File: src/rtl/mem_access_ctrl.sv
// mem_access_ctrl: MEM-stage load/store sequencer for a multi-cycle req/ack data memory
module mem_access_ctrl #(
    parameter int          TIMEOUT  = 15,
    parameter logic [31:0] ERR_DATA = 32'h0000_0000
) (
    input  logic        Clk,
    input  logic        Reset,
    input  logic        MEM_MemRd,
    input  logic        MEM_MemWr,
    input  logic [31:0] MEM_Addr,
    input  logic [31:0] MEM_WrData,
    output logic        Mem_Req,
    output logic        Mem_We,
    output logic [31:0] Mem_Addr,
    output logic [31:0] Mem_Wdata,
    input  logic [31:0] Mem_Rdata,
    input  logic        Mem_Ack,
    output logic        Stall,
    output logic [31:0] MEM_Dout,
    output logic        AddrErr,
    output logic        Timeout
);
    typedef enum logic [1:0] {IDLE, REQ, DONE} state_t;
    state_t     state;
    logic [7:0] cnt;
    logic       acc;
    logic       mis;
    assign acc   = MEM_MemRd | MEM_MemWr;
    assign mis   = acc & (MEM_Addr[1:0] != 2'b00);
    assign Stall = ((state == IDLE) & acc & ~mis) | (state == REQ);
    // access FSM with registered memory interface, load data and error pulses
    always_ff @(posedge Clk) begin
        if (Reset) begin
            state     <= IDLE;
            cnt       <= 8'd0;
            Mem_Req   <= 1'b0;
            Mem_We    <= 1'b0;
            Mem_Addr  <= 32'd0;
            Mem_Wdata <= 32'd0;
            MEM_Dout  <= 32'd0;
            AddrErr   <= 1'b0;
            Timeout   <= 1'b0;
        end else begin
            AddrErr <= 1'b0;
            Timeout <= 1'b0;
            case (state)
                IDLE: begin
                    if (mis) begin
                        AddrErr <= 1'b1;
                    end else if (acc) begin
                        state     <= REQ;
                        Mem_Req   <= 1'b1;
                        Mem_We    <= MEM_MemWr;
                        Mem_Addr  <= {2'b00, MEM_Addr[31:2]};
                        Mem_Wdata <= MEM_WrData;
                        cnt       <= 8'd0;
                    end
                end
                REQ: begin
                    if (Mem_Ack) begin
                        state   <= DONE;
                        Mem_Req <= 1'b0;
                        if (!Mem_We) MEM_Dout <= Mem_Rdata;
                    end else if (cnt == 8'(TIMEOUT - 1)) begin
                        state   <= DONE;
                        Mem_Req <= 1'b0;
                        Timeout <= 1'b1;
                        if (!Mem_We) MEM_Dout <= ERR_DATA;
                    end else begin
                        cnt <= (cnt == 8'hFF) ? cnt : cnt + 8'd1;
                    end
                end
                default: state <= IDLE;
            endcase
        end
    end
endmodule

File: config.mk
export PLATFORM = sky130hd
export DESIGN_NAME = mem_access_ctrl
export DESIGN_NICKNAME = d
export VERILOG_FILES = /design/src/rtl/mem_access_ctrl.sv
export SDC_FILE = /design/constraint.sdc
export NUM_CORES = 1
export LEC_CHECK = 0
export ABC_AREA = 1
export BUFFER_PORTS_ARGS = -buffer_cell sky130_fd_sc_hd__buf_2
export CAP_MARGIN = 5
export CORE_MARGIN = 2
export CORE_UTILIZATION = 50
export CTS_CLUSTER_SIZE = 24
export DETAILED_ROUTE_END_ITERATION = 16
export PLACE_DENSITY_LB_ADDON = 0.2
export SYNTH_ARGS = -nofsm -noshare
export SYNTH_HDL_FRONTEND = slang
export SYNTH_SLANG_ARGS = --single-unit
export TNS_END_PERCENT = 50
File: constraint.sdc
create_clock -name Clk -period 2.9 [get_ports Clk]
set_clock_uncertainty 0.1 [all_clocks]
set_input_delay 0.435 -clock Clk [delete_from_list [all_inputs] [get_ports Clk]]
set_output_delay 0.435 -clock Clk [all_outputs]
set_load 0.005 [all_outputs]
==> results.cfg <==
[outcome]
status = finished clean

[layout]
layout_common_cells = 283 x nand2_1, 198 x buf_2, 108 x dfxtp_1
diodes = 0
stdcell_area_sq_um = 5512
nFillCells = 809
final_common_cell = nand2_1
areaGrowthSynthToFinish_pct = 26.80
final_util_pct = 64.14
final_nets = 907
drive_above_1_share_pct = 28.18

[route]
vias_per_cell = 4.746
vias = 4352
routed_wl_um = 11070
ant_nets = 0
dr.pass1.iters = 4
routedWlPerCell_um = 12.07
drc = 0
drt_iter0_drc = 207

[synth]
yosys_warnings = 0
synth.distinct_cells = 26
syn-instance-count = 627
yosys.area_share.simple_pct = 31.81
synth-compound-area-share_pct = 9.240
ys_ff_latch = 108
yosys-mux-area-fraction_pct = 0
synth_top_family_by_area = simple AND/OR/NAND/NOR gates
synth_area_sq_um = 4347
avgSynthCellArea_sq_um = 6.932
synth-xor-area-share_pct = 0
ys_seq_area_share_pct = 49.74
synth-adder-area-share_pct = 0.5757

[power_and_ir_drop]
peakVddDrop_v = 0.0002746
cellPowerDensity_nw_per_um2 = 504.3
leakagePower_nw = 2.743
power_mw = 2.780

[worst_setup_path]
cp_cell_sequence = ha_1 -> nand3_2 -> o21bai_2 -> nand2_1 -> nor2_4 -> nand2_1 -> nand2_1 -> nor2_1
r2r-end = MEM_Dout[12]
critPathArrivalTime_ps = 2240
regToRegSetupSlack_ps = 780
worst_path_most_repeated_cell = nand2_1
cp-end-kind = flip-flop
r2r_start = cnt[1]
crit_end = MEM_Dout[12]
worstSetupPathType = flip-flop to flip-flop
startpoint = cnt[1]
max_stage_delay_ps = 570
crit_path_start_kind = flip-flop
cpMaxStageDelayCell = nor2_4
ff2ff_path_depth = 8
crit_path_max_fanout = 32
critPathRequiredTime_ps = 3020

[global_routing]
antenna_found_initial = 0
grt_max_degree = 64
grt_pass1_wl_um = 18530
grt_overflow = 0
grt_pass1_vias = 4217
grt_use_total_pct = 23.21

[sta]
maxSlewViolCount = 0
fmax_ghz = 0.4721
period_minus_slack_ps = 2118
setup_ws_ps = 781.8
setup_viol = 0
fin_setup_tns_ps = 0
worst_slew_pin_slew_ps = 998.0
rsz0062_at_grt = no
relSlewSlack_pct = 33.46
fin_crit_sh_pct = 73.04
finalHoldViolCount = 0

[floorplanning]
chipHeight_um = 97.24
core-area_sq_um = 8593
io_pins = 202
die_area_sq_um = 9456
start_util_pct = 50.58
rows = 34
dieWidth_um = 97.24

[clock_tree]
clock_sinks = 108
clk_pin_slew_ps = 110
cts.path.max_buffers = 2
ctsResizeCount = 0
cts-buffers-inserted = 9
tritoncts = done
htree_levels = 3
root_buffer = clkbuf_8
cts_setup_buffers = 0
clk_latency_ps = 350
ctsHoldBuffers = 0

[hold_path]
hp-class = input port to flip-flop

[place]
port_buffers = 199
place.gp.congestion = 0.7912
postPlaceCellArea_sq_um = 5328
dp_hpwl_um = 7841
place_ws_ps = 677.0

[flow_run]
maxCapViolCount = 0
==> stage by stage <==
step                hold WS (ps)  std cells
global placement           349.3        901
CTS                        189.7        917
floorplan                  357.5        628
detailed placement         354.1        901
global route               191.9        917
finish                     209.2        917
==> synth_stat cells <==
cell,n,share of area [%]
buf_2,12,1.4
nand4_1,1,0.14
inv_2,1,0.086
nand3_1,12,1.4
inv_1,44,3.8
o21ai_1,1,0.12
or2_2,2,0.29
nand2_1,283,24
nand4_2,1,0.29
dfxtp_1,108,50
nand3_2,1,0.23
nor2_1,49,4.2
buf_4,5,0.86
o21ai_0,1,0.12
clkbuf_1,19,1.6
nor2_4,1,0.26
nand3b_1,1,0.17
buf_6,3,0.78
o211ai_1,1,0.17
nor3_1,2,0.23
o21bai_2,1,0.26
nor2_2,1,0.14
ha_1,2,0.58
o21bai_1,1,0.17
a21oi_1,73,8.4
conb_1,1,0.086
==> cell type report <==
class                           count  area, sq um  share of cell area [%]
Timing Repair Buffer              204         1036                   18.80
Multi-Input combinational cell    436         1826                   33.12
Clock inverter                      6        46.29                  0.8400
Inverter                           45        168.9                   3.065
Clock buffer                       10        137.6                   2.497
Sequential cell                   108         2162                   39.23
Tap cell                          108        135.1                   2.452
==> per-layer routing <==
| metal | vias to the layer above | global-route usage, % | wire length, um | share of wire (%) |
|---|---|---|---|---|
| met5 | - | 0 | 0 | 0 |
| met4 | 0 | 8.120 | 171 | 1.5 |
| met3 | 14 | 7.554 | 1023 | 9.2 |
| met2 | 163 | 39.74 | 5176 | 47 |
| met1 | 1914 | 27.41 | 4700 | 42 |
| li1 | 2261 | - | - | - |
==> flip-flops by register name (all words and copies together), names as in the netlist <==
register	count
AddrErr	1
MEM_Dout	32
Mem_Addr	30
Mem_Req	1
Mem_Wdata	32
Mem_We	1
Timeout	1
cnt	8
state	2
==> report_power, final <==
part           leakage [nW]  switching (mW)  internal, mW
clock                0.0893           0.517         0.343
sequential            0.878          0.0329          1.54
combinational          1.78           0.192         0.151
==> kinds of logic (layout without fill, tap and decap cells) <==
logic type      Yosys count  after routing
other cells               1              2
compound gates           78             78
fa+ha+maj                 2              2
simple gates            354            354
flops                   108            108
buf+inv                  84            265
==> worst min path at each step <==
stage | start | slack [ps] | end | depth (start not counted)
after detailed placement | Mem_Addr[9] | 350 | Mem_Addr[9] | 2
after CTS | MEM_WrData[25] | 190 | Mem_Wdata[25] | 3
after global placement | Mem_Addr[21] | 350 | Mem_Addr[21] | 2
after floorplan | Mem_Req | 360 | Mem_Req | 2
after global routing | MEM_WrData[7] | 190 | Mem_Wdata[7] | 3
final | MEM_Addr[28] | 210 | Mem_Addr[26] | 3
==> critical path: cells and delay by family (launching register included) <==
kind,cells,cell delay [ps]
AOI/OAI and AO/OA,1,170
and+or+nand+nor,6,1100
adders and majority gates,1,190
DFF,1,430
No activity file was read; power rests on OpenSTA's default activity.
